<file path="src/rtl/nes_frame_writer.sv">
// Write-domain pixel feeder: accepts PPU palette codes, tracks raster position,
// buffers through a small skid FIFO and drains into the dual-clock video FIFO.
module nes_frame_writer #(
  parameter int H_PIXELS   = 256,
  parameter int V_LINES    = 240,
  parameter int SKID_DEPTH = 4
) (
  input  logic        clk_write,
  input  logic        reset,
  input  logic        frame_start,
  input  logic        pix_valid,
  input  logic [5:0]  pix_code,
  output logic        pix_ready,
  input  logic        fifo_full,
  output logic        fifo_write,
  output logic [31:0] fifo_din,
  output logic [7:0]  pix_x,
  output logic [7:0]  pix_y,
  output logic        line_done,
  output logic        frame_done,
  output logic        busy,
  output logic [7:0]  err_count,
  output logic [1:0]  dbg_state
);

  localparam int PW = $clog2(SKID_DEPTH);
  localparam int CW = $clog2(SKID_DEPTH + 1);
  localparam logic [7:0] X_LAST = 8'(H_PIXELS - 1);
  localparam logic [7:0] Y_LAST = 8'(V_LINES - 1);

  typedef enum logic [1:0] {
    S_IDLE   = 2'd0,
    S_ACTIVE = 2'd1,
    S_FLUSH  = 2'd2
  } state_t;

  state_t          state, state_next;
  logic [5:0]      skid_mem [SKID_DEPTH];
  logic [PW-1:0]   wr_ptr, rd_ptr;
  logic [CW-1:0]   count, count_next;
  logic            abort, push, pop, line_end, last_pix;

  // Handshake: a pixel transfers on the rising edge where pix_valid && pix_ready;
  // pix_ready never looks at pix_valid or fifo_full, only at registered state and frame_start.
  always_comb begin
    abort      = frame_start && (state != S_IDLE);
    pix_ready  = !reset && (state == S_ACTIVE) && (count < CW'(SKID_DEPTH)) && !frame_start;
    push       = pix_valid && pix_ready;
    fifo_write = !reset && (count != '0) && !fifo_full && !abort;
    pop        = fifo_write;
    fifo_din   = fifo_write ? {26'b0, skid_mem[rd_ptr]} : 32'b0;
    line_end   = (pix_x == X_LAST);
    last_pix   = push && line_end && (pix_y == Y_LAST);
    count_next = count + CW'(push) - CW'(pop);
    busy       = (state != S_IDLE);
    dbg_state  = state;
  end

  always_comb begin
    state_next = state;
    case (state)
      S_IDLE:   if (frame_start) state_next = S_ACTIVE;
      S_ACTIVE: begin
        if (abort)         state_next = S_ACTIVE;
        else if (last_pix) state_next = S_FLUSH;
      end
      // Leave on the edge that pops the final entry so frame_done lines up with IDLE.
      S_FLUSH: begin
        if (abort)                  state_next = S_ACTIVE;
        else if (count_next == '0)  state_next = S_IDLE;
      end
      default:  state_next = S_IDLE;
    endcase
  end

  always_ff @(posedge clk_write) begin
    if (reset) state <= S_IDLE;
    else       state <= state_next;
  end

  always_ff @(posedge clk_write) begin
    if (push) skid_mem[wr_ptr] <= pix_code;
  end

  always_ff @(posedge clk_write) begin
    if (reset || abort) begin
      wr_ptr <= '0;
      rd_ptr <= '0;
      count  <= '0;
    end else begin
      if (push) wr_ptr <= wr_ptr + 1'b1;
      if (pop)  rd_ptr <= rd_ptr + 1'b1;
      count <= count_next;
    end
  end

  always_ff @(posedge clk_write) begin
    if (reset || frame_start) begin
      pix_x <= '0;
      pix_y <= '0;
    end else if (push) begin
      pix_x <= pix_x + 8'd1;
      if (line_end) pix_y <= (pix_y == Y_LAST) ? 8'd0 : pix_y + 8'd1;
    end
  end

  always_ff @(posedge clk_write) begin
    if (reset) begin
      line_done  <= 1'b0;
      frame_done <= 1'b0;
      err_count  <= '0;
    end else begin
      line_done  <= push && line_end;
      frame_done <= (state == S_FLUSH) && (state_next == S_IDLE);
      if (abort && (err_count != 8'hFF)) err_count <= err_count + 8'd1;
    end
  end

endmodule

</file>
<file path="config.mk">
export PLATFORM = sky130hd
export DESIGN_NAME = nes_frame_writer
export DESIGN_NICKNAME = d
export VERILOG_FILES = /design/src/rtl/nes_frame_writer.sv
export SDC_FILE = /design/constraint.sdc
export NUM_CORES = 1
export LEC_CHECK = 0
export CORE_MARGIN = 5
export CORE_UTILIZATION = 47
export CTS_BUF_LIST = sky130_fd_sc_hd__clkbuf_4 sky130_fd_sc_hd__clkbuf_8
export DETAILED_ROUTE_END_ITERATION = 12
export DONT_BUFFER_PORTS = 1
export GPL_ROUTABILITY_DRIVEN = 1
export SLEW_MARGIN = 0
export SYNTH_ARGS = -nofsm -noshare
export SYNTH_HDL_FRONTEND = slang
export SYNTH_SLANG_ARGS = --single-unit
</file>
<file path="constraint.sdc">
create_clock -name clk_write -period 2.9 [get_ports clk_write]
set_input_delay 0.29 -clock clk_write [delete_from_list [all_inputs] [get_ports clk_write]]
set_output_delay 0.29 -clock clk_write [all_outputs]
set_load 0.02 [all_outputs]
</file>
==> qor.txt <==
status -> finished clean
initial antenna violation count -> 0
number of routed nets with antenna violations -> 0
final core utilization -> 0.5083
hold path startpoint -> reset
cell area after synthesis -> 2982 um2
CP required -> 3130 ps
largest area contributor in the netlist -> dfxtp_1
Port Buffers -> 0
slowest cell delay on critical path -> 380 ps
nets@finish -> 305
Synth top area share -> 0.2484
CTS Buf Count -> 9
Yosys cell types -> 50
fmax -> 0.3995 GHz
synth cell count leaders -> dfxtp_1 (37), buf_4 (26), edfxtp_1 (24), nor2_1 (19), nand2_1 (16)
top post-synthesis cells by area -> dfxtp_1 (25%), edfxtp_1 (24%), buf_4 (6.5%), mux4_2 (4.5%), ha_1 (3.8%)
Setup TNS -> 0 ps
Die Y -> 89.65 um
nature of the critical path startpoint -> flop
Avg Cell Area, Syn -> 10.84 um2
most frequent cell after synthesis -> dfxtp_1
ratio of cells with drive above 1 in the final layout -> 0.1384
vias per inst -> 5.161
RSZ-0062 raised after global routing -> false
FF-to-FF Start -> dbg_state[0]
Ports -> 74
Row Count -> 29
Area growth syn-to-layout -> 7.008%
sequential cell area fraction in the yosys report -> 0.4901
placed insts -> 349
Most used DFF post-synth -> dfxtp_1
Worst R2R Setup Slack -> 400 ps
critical path endpoint category -> flop
clock power share -> 0.425
crit path max fanout -> 8
# Post-CTS Setup Buffers -> 0
hold crit path type -> in -> reg
Finished Layout Cells -> 366
P_int -> 1.327 mW
Leakage -> 1.236 nW
Worst-Margin Slew -> 568.5 ps
hpwl dp -> 3968 um
H-tree depth -> 3
Die Wd -> 89.65 um
Sequential Power Share -> 0.516
DIE AREA -> 8037 um2
CP max stage cell -> fa_1
Routability Congestion -> 0.7577
Max-slew headroom -> 0.6170
core footprint -> 6277 um2
min Tclk post-route -> 2503 ps
total wire length -> 5488 um
cells after synthesis -> 275
hold_ws -> 33.19 ps
Initial DRC Count -> 52
reg2reg path depth -> 11
first drt pass iteration count -> 4
crit share post-route -> 0.8631
final setup fails -> 0
CP Class -> reg -> reg
Clock Latency Late Sink -> 340 ps
CTS tree -> built
Sw Ratio -> 0.2457
largest net degree at the start of global routing -> 18
max-slew violations -> 0
Hold EP -> dbg_state[0]
grt ovf -> 0
Async SR Flop Fraction -> 0
crit-path cells -> buf_4, o21a_1, nor4_4, ha_1, inv_1, ha_1, fa_1, xnor2_1, xnor2_1, o31ai_1, a21oi_1
clk buf depth -> 2
Clock transition at path regs -> 70 ps
Clock Tree Root -> clkbuf_8
VDD IR max -> 282.2 uV
Setup Skew -> 4.183 ps
final hold violations -> 0
Combinational Power Share -> 0.059
max-cap viol count -> 0
vias post-DR -> 1,889
clk sink count -> 61
Seq cells post-synth -> 61
Starting Density -> 0.4750
area of the multi-input gates -> 1336 um2
hold path cells -> 1
FF-to-FF End -> dbg_state[1]
FF/Latch Area -> 1461 um2
Post-synth EDFFs -> 24
P_sw -> 0.4323 mW
vias in the first global route -> 1,768
power density over the cells -> 551.5 nW/um2
first-pass GRT wire length -> 8797 um
Fillers -> 579
Antenna Diode Count -> 0
routed len/inst -> 14.99 um
Ys Warns -> 0
Worst EP arrival -> 2730 ps
GRT Overall Usage -> 0.1479
DRC Markers -> 0
==> repair_timing <==
action,4_1_cts,5_1_grt
gates resized for setup,0,0
hold buffers,1,0
hold endpoints to repair,6,0
==> metrics by stage <==
step | cell area [um2] | power (mW) | setup slack [ps]
6_report | 3191 | 1.760 | 397.1
5_1_grt | 3191 | 1.841 | 164.5
4_1_cts | 3191 | 1.789 | 390.0
3_5_place_dp | 2980 | 1.029 | 414.8
3_3_place_gp | 2980 | 1.027 | 473.2
2_1_floorplan | 3075 | 1.040 | 87.85
==> cells in the final DEF, fill, tap and decap left out, types with 3 or more instances in the layout <==
cell type  instances
a21oi_1           11
and2_1            12
and3_1            11
and4_1             3
buf_4              6
clkbuf_8           9
clkinv_4           3
conb_1            26
dfxtp_1           37
edfxtp_1          24
ha_1               9
inv_1             11
mux2i_1            5
mux4_2             6
nand2_1           16
nand3_1           12
nand4_1            5
nor2_1            19
o21ai_0            9
or2_2              3
or3_1              4
xnor2_1            6
xor2_1             6
==> cells by family (layout without fill, tap and decap cells) <==
family,after synthesis,after routing,share of synthesized area
buf+inv,45,34,0.09316
fa+ha+maj,10,10,0.04448
other cells,1,26,0.001258
flops,61,61,0.4901
xor+xnor,12,12,0.03525
mux,12,12,0.06588
simple gates,104,104,0.2094
compound gates,30,30,0.06043
==> sequential cells by signal (all words and copies together) (netlist names), 2 cells and up, named ones only <==
register	flops
pix_y	8
skid_mem	24
rd_ptr	2
pix_x	8
err_count	8
wr_ptr	2
dbg_state	2
count	3
==> final cells by class <==
class,instances,share of cell area
timing repair buffer,7,0.01725
clock buffer,9,0.03882
sequential,61,0.4580
multi-input combinational,194,0.4188
tap,77,0.03020
inverter,11,0.01294
clock inverter,7,0.02392
==> worst max-delay path, delay by kind of cell (launching register included) <==
| kind | cells | cell delay (ps) |
|---|---|---|
| compound gates | 3 | 560 |
| xor+xnor | 2 | 340 |
| fa+ha+maj | 3 | 730 |
| buf+inv | 2 | 210 |
| flops | 1 | 310 |
| simple gates | 1 | 260 |
==> worst max path at each step <==
| stage | from | endpoint | slack, ps | cells after the start |
|---|---|---|---|---|
| after floorplan | dbg_state[0] | dbg_state[1] | 90 | 12 |
| after global placement | dbg_state[0] | dbg_state[1] | 470 | 11 |
| after detailed placement | dbg_state[0] | dbg_state[1] | 410 | 11 |
| after CTS | dbg_state[0] | dbg_state[1] | 390 | 11 |
| after global routing | dbg_state[0] | dbg_state[1] | 160 | 11 |
| final | dbg_state[0] | dbg_state[1] | 400 | 11 |
==> power by group through the flow <==
stage | Sequential, mW | Combinational (mW) | Clock, mW
after global routing | 0.909 | 0.116 | 0.816
after CTS | 0.908 | 0.104 | 0.777
final | 0.907 | 0.105 | 0.747
after detailed placement | 0.927 | 0.102 | 0
after floorplan | 0.926 | 0.114 | 0
after global placement | 0.927 | 0.100 | 0
==> routing by layer <==
layer,track usage,up-vias,wire (um)
met5,0,-,0
met4,0.08119,0,125
met3,0.05474,12,459
met2,0.2267,51,2559
met1,0.1798,882,2344
li1,-,944,-
(Power assumes the default switching activity.)
